**config.mk**
```make
export PLATFORM = sky130hd
export DESIGN_NAME = nz_pair_sel_gen
export DESIGN_NICKNAME = d
export VERILOG_FILES = /design/src/rtl/nz_pair_sel_gen.sv
export SDC_FILE = /design/constraint.sdc
export NUM_CORES = 1
export LEC_CHECK = 0
export ABC_AREA = 1
export CAP_MARGIN = 20
export CORE_MARGIN = 8
export CORE_UTILIZATION = 41
export DETAILED_ROUTE_END_ITERATION = 8
export MAX_ROUTING_LAYER = met4
export PLACE_DENSITY = 0.8
export SYNTH_ARGS = -nofsm -noshare
export SYNTH_HDL_FRONTEND = slang
export SYNTH_SLANG_ARGS = --single-unit
```
**constraint.sdc**
```tcl
create_clock -name clk -period 2.09 [get_ports clk]
set_input_delay 0.418 -clock clk [delete_from_list [all_inputs] [get_ports clk]]
set_output_delay 0.418 -clock clk [all_outputs]
set_load 0.01 [all_outputs]
```
**src/rtl/nz_pair_sel_gen.sv**
```systemverilog
// Nonzero-pair sequencer: takes one operand group plus a nonzero bitmap and emits one beat per nonzero pair.
// Optional feature: define NZ_BEAT_IDX_EN to add the out_beat_idx output (beat number within the group).
//   state | meaning
//   IDLE  | waiting for a group; in_ready high once out of reset
//   EMIT  | presenting beats decoded from the remaining-mask register
module nz_pair_sel_gen #(
  parameter int DW_DATA = 8,
  parameter int NUM_IN  = 4,
  parameter int SEL_IN  = 2
) (
  input  logic                      clk,
  input  logic                      rst_n,
  input  logic                      in_valid,
  output logic                      in_ready,
  input  logic [DW_DATA*NUM_IN-1:0] in_data,
  input  logic [NUM_IN-1:0]         in_mask,
  output logic                      out_valid,
  input  logic                      out_ready,
  output logic [DW_DATA*NUM_IN-1:0] out_data,
  output logic [SEL_IN*2-1:0]       out_sel,
  output logic [1:0]                out_pair_mask,
  output logic                      out_last
`ifdef NZ_BEAT_IDX_EN
  ,
  output logic [SEL_IN-1:0]         out_beat_idx
`endif
);

  typedef enum logic {IDLE = 1'b0, EMIT = 1'b1} state_t;

  state_t              state;
  logic                rdy_en;
  logic [NUM_IN-1:0]   rem;
  logic [NUM_IN-1:0]   low1;
  logic [NUM_IN-1:0]   rest1;
  logic [NUM_IN-1:0]   low2;
  logic [NUM_IN-1:0]   rem_next;
  logic [SEL_IN-1:0]   left_idx;
  logic [SEL_IN-1:0]   right_idx;
  logic                beat_done;
  logic                accept;

  // Two lowest set bits isolated with the x & -x trick; both are one-hot or zero.
  always_comb begin
    low1      = rem & (-rem);
    rest1     = rem & ~low1;
    low2      = rest1 & (-rest1);
    rem_next  = rest1 & ~low2;
    left_idx  = '0;
    right_idx = '0;
    for (int i = 0; i < NUM_IN; i++) begin
      if (low1[i]) left_idx  = SEL_IN'(i);
      if (low2[i]) right_idx = SEL_IN'(i);
    end
  end

  assign out_valid     = (state == EMIT);
  assign out_sel       = {right_idx, left_idx};
  assign out_pair_mask = {|rest1, |rem};
  assign out_last      = (state == EMIT) && (rem_next == '0);

  assign beat_done = out_valid && out_ready;
  // rdy_en holds in_ready low until the first edge after reset release.
  assign in_ready  = rdy_en && ((state == IDLE) || (beat_done && out_last));
  assign accept    = in_valid && in_ready;

`ifdef NZ_BEAT_IDX_EN
  logic [SEL_IN-1:0] beat_idx;
  assign out_beat_idx = beat_idx;
`endif

  always_ff @(posedge clk or negedge rst_n) begin
    if (!rst_n) begin
      state    <= IDLE;
      rdy_en   <= 1'b0;
      rem      <= '0;
      out_data <= '0;
`ifdef NZ_BEAT_IDX_EN
      beat_idx <= '0;
`endif
    end else begin
      rdy_en <= 1'b1;
      if (accept) begin
        state    <= EMIT;
        rem      <= in_mask;
        out_data <= in_data;
`ifdef NZ_BEAT_IDX_EN
        beat_idx <= '0;
`endif
      end else if (beat_done) begin
        rem <= rem_next;
        if (out_last) begin
          state <= IDLE;
        end else begin
`ifdef NZ_BEAT_IDX_EN
          beat_idx <= beat_idx + 1'b1;
`endif
        end
      end
    end
  end

endmodule

```
[Yosys cells after proc, flatten, opt, wreduce, memory -nomap -nowiden]
Cells that the tools add are included.
Storage, ports and cells
  word-level logic and storage cells: 36
  input port bits: 40
  register bits after elaboration: 38
  output and inout bits: 41
Cells by class
  $add $sub $neg: 2
  mux-type cells: 11
  bitwise gates (word level): 7
  reduce and logical (&&, ||, !) cells: 12
Operators with widths (number)
  $and A4 B4 Y4: 4
  $mux W2: 4
  $mux W4: 2
  $neg A4 Y4: 2
  $not A4 Y4: 2
  $reduce_or A4 Y1: 2
  $logic_and A1 B1 Y1: 5
  $mux W1: 5
  $logic_not A4 Y1: 1
  $reduce_bool A2 Y1: 2
  $reduce_and A2 Y1: 1
  $logic_or A1 B1 Y1: 1
  $not A1 Y1: 1

[Longest topological paths before layout]
  word-level depth: 16
  gate-level depth with buffers: 12
  mapped depth without buffers: 11

[Worst setup path before layout]
No wires, ideal clock.
  path type: flip-flop to output port
  from: reg rem[1]
  to: out in_ready
  stages on the path, launching flop included: 7
  data arrival time: 1.241 ns
  slack: 0.431 ns
  buffers on the path: 1
  required time: 1.672 ns
  cells stage by stage: dfrtp_1 o21ai_2 nand2_1 nand2_2 nand3_4 a21boi_4 buf_6
On the way
  longest elaborated chain between the ends: 13
RTL lines
  start, declared: RTL line 33  | logic [NUM_IN-1:0] rem;
  start signal, assigned: RTL line 85  | rem <= in_mask;
  start signal, assigned: RTL line 91  | rem <= rem_next;
  $neg A4 Y4: RTL line 45  | low1 = rem & (-rem);
  $and A4 B4 Y4: RTL line 45
  $not A4 Y4: RTL line 46  | rest1 = rem & ~low1;
  $and A4 B4 Y4 (*): RTL line 46
  $neg A4 Y4: RTL line 47  | low2 = rest1 & (-rest1);
  $and A4 B4 Y4: RTL line 47
  $not A4 Y4: RTL line 48  | rem_next = rest1 & ~low2;
  $and A4 B4 Y4 (*): RTL line 48
  $logic_not A4 Y1 (*): RTL line 60  | assign out_last = (state == EMIT) && (rem_next == '0);
  $logic_and A1 B1 Y1 (*): RTL line 60
  $logic_and A1 B1 Y1 (*): RTL line 64  | assign in_ready = rdy_en && ((state == IDLE) || (beat_done && out_last));
  $logic_or A1 B1 Y1 (*): RTL line 64
  $logic_and A1 B1 Y1 (*): RTL line 64
  end, declared: RTL line 14  | output logic in_ready,
Mark *: on every way between the ends. The rest lies on a longest branch, timed or not.

[Worst setup path in the final report]
  from: reg rem[1]
  to: out out_sel[3]
On the way
  longest elaborated chain between the ends: 8
RTL lines
  $neg A4 Y4: RTL line 45
  $and A4 B4 Y4: RTL line 45
  $not A4 Y4: RTL line 46
  $and A4 B4 Y4 (*): RTL line 46
  $neg A4 Y4: RTL line 47
  $and A4 B4 Y4 (*): RTL line 47
  $mux W2: RTL line 53  | if (low2[i]) right_idx = SEL_IN'(i);
  $mux W2 (*): RTL line 53
  end, declared: RTL line 20  | output logic [SEL_IN*2-1:0] out_sel,
Marks and branches as above.

==> results.sh <==
export IMPL_status="finished clean"
export IMPL_rsz0062_at_grt="yes"
export IMPL_power_total_uw=3760
export IMPL_grt_antenna_before_repair=0
export IMPL_criticalPathCategory="reg2out"
export IMPL_pwr_share_comb_pct=50.7
export IMPL_place_inst=321
export IMPL_core_area_um2=4030
export IMPL_cts_max_level=2
export IMPL_worstSetupEndpointType="output pin"
export IMPL_drtAntennaViolNets=0
export IMPL_rows=23
export IMPL_grt_util_met2_pct=22.2
export IMPL_grt_util_met3_pct=5.63
export IMPL_yosysWarnings=0
export IMPL_yosysSeqAreaShare_pct=55.0
export IMPL_grt_remaining_overflow=0
export IMPL_synth_distinct_cells=20
export IMPL_wire_per_inst_um=13.6
export IMPL_synth_flop_cell="dfrtp_1"
export IMPL_vdd_drop_max_mv=0.700
export IMPL_drt_wl_total_um=4470
export IMPL_fin_crit_sh_pct=97.9
export IMPL_grt_pass1_vias=1563
export IMPL_switchingPower_uw=1350
export IMPL_clockPowerShare_pct=13.7
export IMPL_diodes=0
export IMPL_synth_avg_cell_area_um2=8.86
export IMPL_hold_path_class="in2async"
export IMPL_track_usage_pct=14.4
export IMPL_setup_viol=0
export IMPL_worstPathRequired_ns=1.67
export IMPL_cts_tree="yes"
export IMPL_seq_area_um2=952
export IMPL_cap_violations=0
export IMPL_use_met1_pct=16.6
export IMPL_crit_path_start_kind="flop"
export IMPL_grt_max_degree=35
export IMPL_p_int_uw=2400
export IMPL_vias=1561
export IMPL_drive_gt1_share_pct=13.2
export IMPL_syn2layout_area_growth_pct=53.7
export IMPL_nets=319
export IMPL_root_buffer="clkbuf_8"
export IMPL_cp_arrival_ns=1.63
export IMPL_cellLeakagePower_uw=0.00132
export IMPL_ys_async_sr_fraction_pct=100
export IMPL_synth_edf_count=0
export IMPL_fin_skew_ns=0.00406
export IMPL_worstSkewPairLatency_ns=0.28
export IMPL_utilization_pct=65.9
export IMPL_clock_sinks=38
export IMPL_layout_min_cycle_time_ns=2.05
export IMPL_multi_input_area_um2=656
export IMPL_seq_power_share_pct=35.6
export IMPL_drtIter0Drc=47
export IMPL_synth_seq_cells=38
export IMPL_p_per_area_nw_per_um2=1410
export IMPL_start_util_pct=42.9
export IMPL_detailed_place_hpwl_um=3310
export IMPL_ctsHoldBuffers=0
export IMPL_path_max_fanout=4
export IMPL_grt_pass1_wl_um=7190
export IMPL_path_clk_slew_ns=0.07
export IMPL_portBuffers=80
export IMPL_netlist_area_um2=1730
export IMPL_grt_busiest_layer="met2"
export IMPL_syn_inst=195
export IMPL_syn_nets=235
export IMPL_drv_slew=0
export IMPL_first_pass_iters=4
export IMPL_clock_path_buffers=2
export IMPL_die_area_um2=6550
export IMPL_fin_cells=330
export IMPL_die_h_um=80.9
export IMPL_die_x_um=80.9
export IMPL_fill_cells=358
export IMPL_final_hold_viol_count=0
export IMPL_setup_tns_final_ns=0
export IMPL_pin_count=81
export IMPL_swShare_pct=36.1
export IMPL_drc=0
export IMPL_gp_congestion=0.753
export IMPL_cts_buffers=5
export IMPL_vias_per_cell=4.73
export IMPL_timing_fmax_mhz=489
-- power groups by stage --
stage / combinational [uW] / sequential (uW) / clock (uW)
after floorplan: 704 / 1500 / 0
after global placement: 1930 / 1330 / 0
after detailed placement: 1960 / 1340 / 0
after CTS: 1950 / 1340 / 535
after global routing: 2080 / 1390 / 558
final: 1900 / 1340 / 513
-- through the flow --
| step | instance area [um^2] | setup slack (ns) | hold WS [ns] |
|---|---|---|---|
| 2_1_floorplan | 1730 | 0.431 | 0.122 |
| 3_3_place_gp | 2560 | -0.0977 | 0.402 |
| 3_5_place_dp | 2560 | -0.100 | 0.407 |
| 4_1_cts | 2660 | 0.0158 | 0.0826 |
| 5_1_grt | 2660 | -0.0381 | 0.107 |
| 6_report | 2660 | 0.0443 | 0.0814 |
-- placed cells by master (no fill, tap or decap) --
cell type,count
dfrtp_1,37
clkbuf_1,1
buf_4,7
nand3_4,1
buf_12,1
clkbuf_8,6
a21oi_1,3
nand4_1,2
nor2_1,3
nand2_2,11
o21ai_0,1
clkbuf_2,1
buf_2,1
nand3_1,41
inv_2,2
conb_1,1
o21ai_2,2
clkinv_2,1
nand3_2,1
dlygate4sd2_1,3
nand2_1,69
inv_1,7
nand2_4,1
clkdlybuf4s50_1,75
dfrtp_2,1
a21boi_4,1
-- area by class of cell --
| type | count | share of cell area, % |
|---|---|---|
| sequential | 38 | 35.9 |
| tap | 50 | 2.36 |
| clock inverter | 1 | 0.189 |
| timing repair buffer | 88 | 32.4 |
| clock buffer | 7 | 3.25 |
| inverter | 9 | 1.27 |
| multi-input combinational | 137 | 24.7 |
-- repair_timing --
item | in CTS | in global routing
buffers inserted | 1 | 0
gates resized for setup | 6 | 3
setup endpoints to repair | 5 | 2
hold endpoints to repair | 0 | 0
-- routing by layer --
metal	part of all wire (%)	routed length, um	vias to the layer above
met5	0	0	-
met4	0.58	26	0
met3	8.0	357	2
met2	48	2130	49
met1	44	1950	721
li1	-	-	789
-- logic make-up (layout without fill, tap and decap cells) --
| kind of cell | Yosys count | in the layout | share of synthesized area, % |
|---|---|---|---|
| simple gates | 129 | 129 | 34.5 |
| flops | 38 | 38 | 55.0 |
| buf+inv | 20 | 105 | 7.24 |
| compound gates | 7 | 7 | 3.04 |
| other cells | 1 | 1 | 0.217 |
-- state kept, by name, indices dropped and copies added, names as in the netlist --
signal,cells
out_data,32
out_valid,1
rdy_en,1
rem,4
-- critical path: stages, from the launching register on --
cell	delay, ns
dfrtp_1	0.42
nor2_1	0.15
inv_1	0.08
o21ai_2	0.14
a21oi_1	0.08
clkdlybuf4s50_1	0.48
-- cell usage after synthesis, types with 2 or more instances --
cell type  number  share of area [%]
nand2_1        69                 15
nand3_1        41                 12
dfrtp_1        38                 55
nand2_2        11                4.0
inv_1           7                1.5
buf_6           4                2.6
a21oi_1         3               0.87
buf_2           3               0.87
clkbuf_1        3               0.65
nor2_1          3               0.65
inv_2           2               0.43
nand4_1         2               0.72
o21ai_0         2               0.58
-- path summary, 6_finish.rpt --
kind                         startpoint            to  slack (ns)  cells after the start
setup / recovery                 rem[1]    out_sel[3]        0.04                      5
hold / removal                    rst_n   out_data[8]        0.08                      1
max in group asynchronous         rst_n        rem[0]        1.53                      2
hold reg to reg            out_data[13]  out_data[13]        0.48                      2
setup reg to reg                 rem[1]   out_data[6]        0.44                      8
min in group clk           out_data[13]  out_data[13]        0.48                      2
Power figures use the tool's default switching activity.
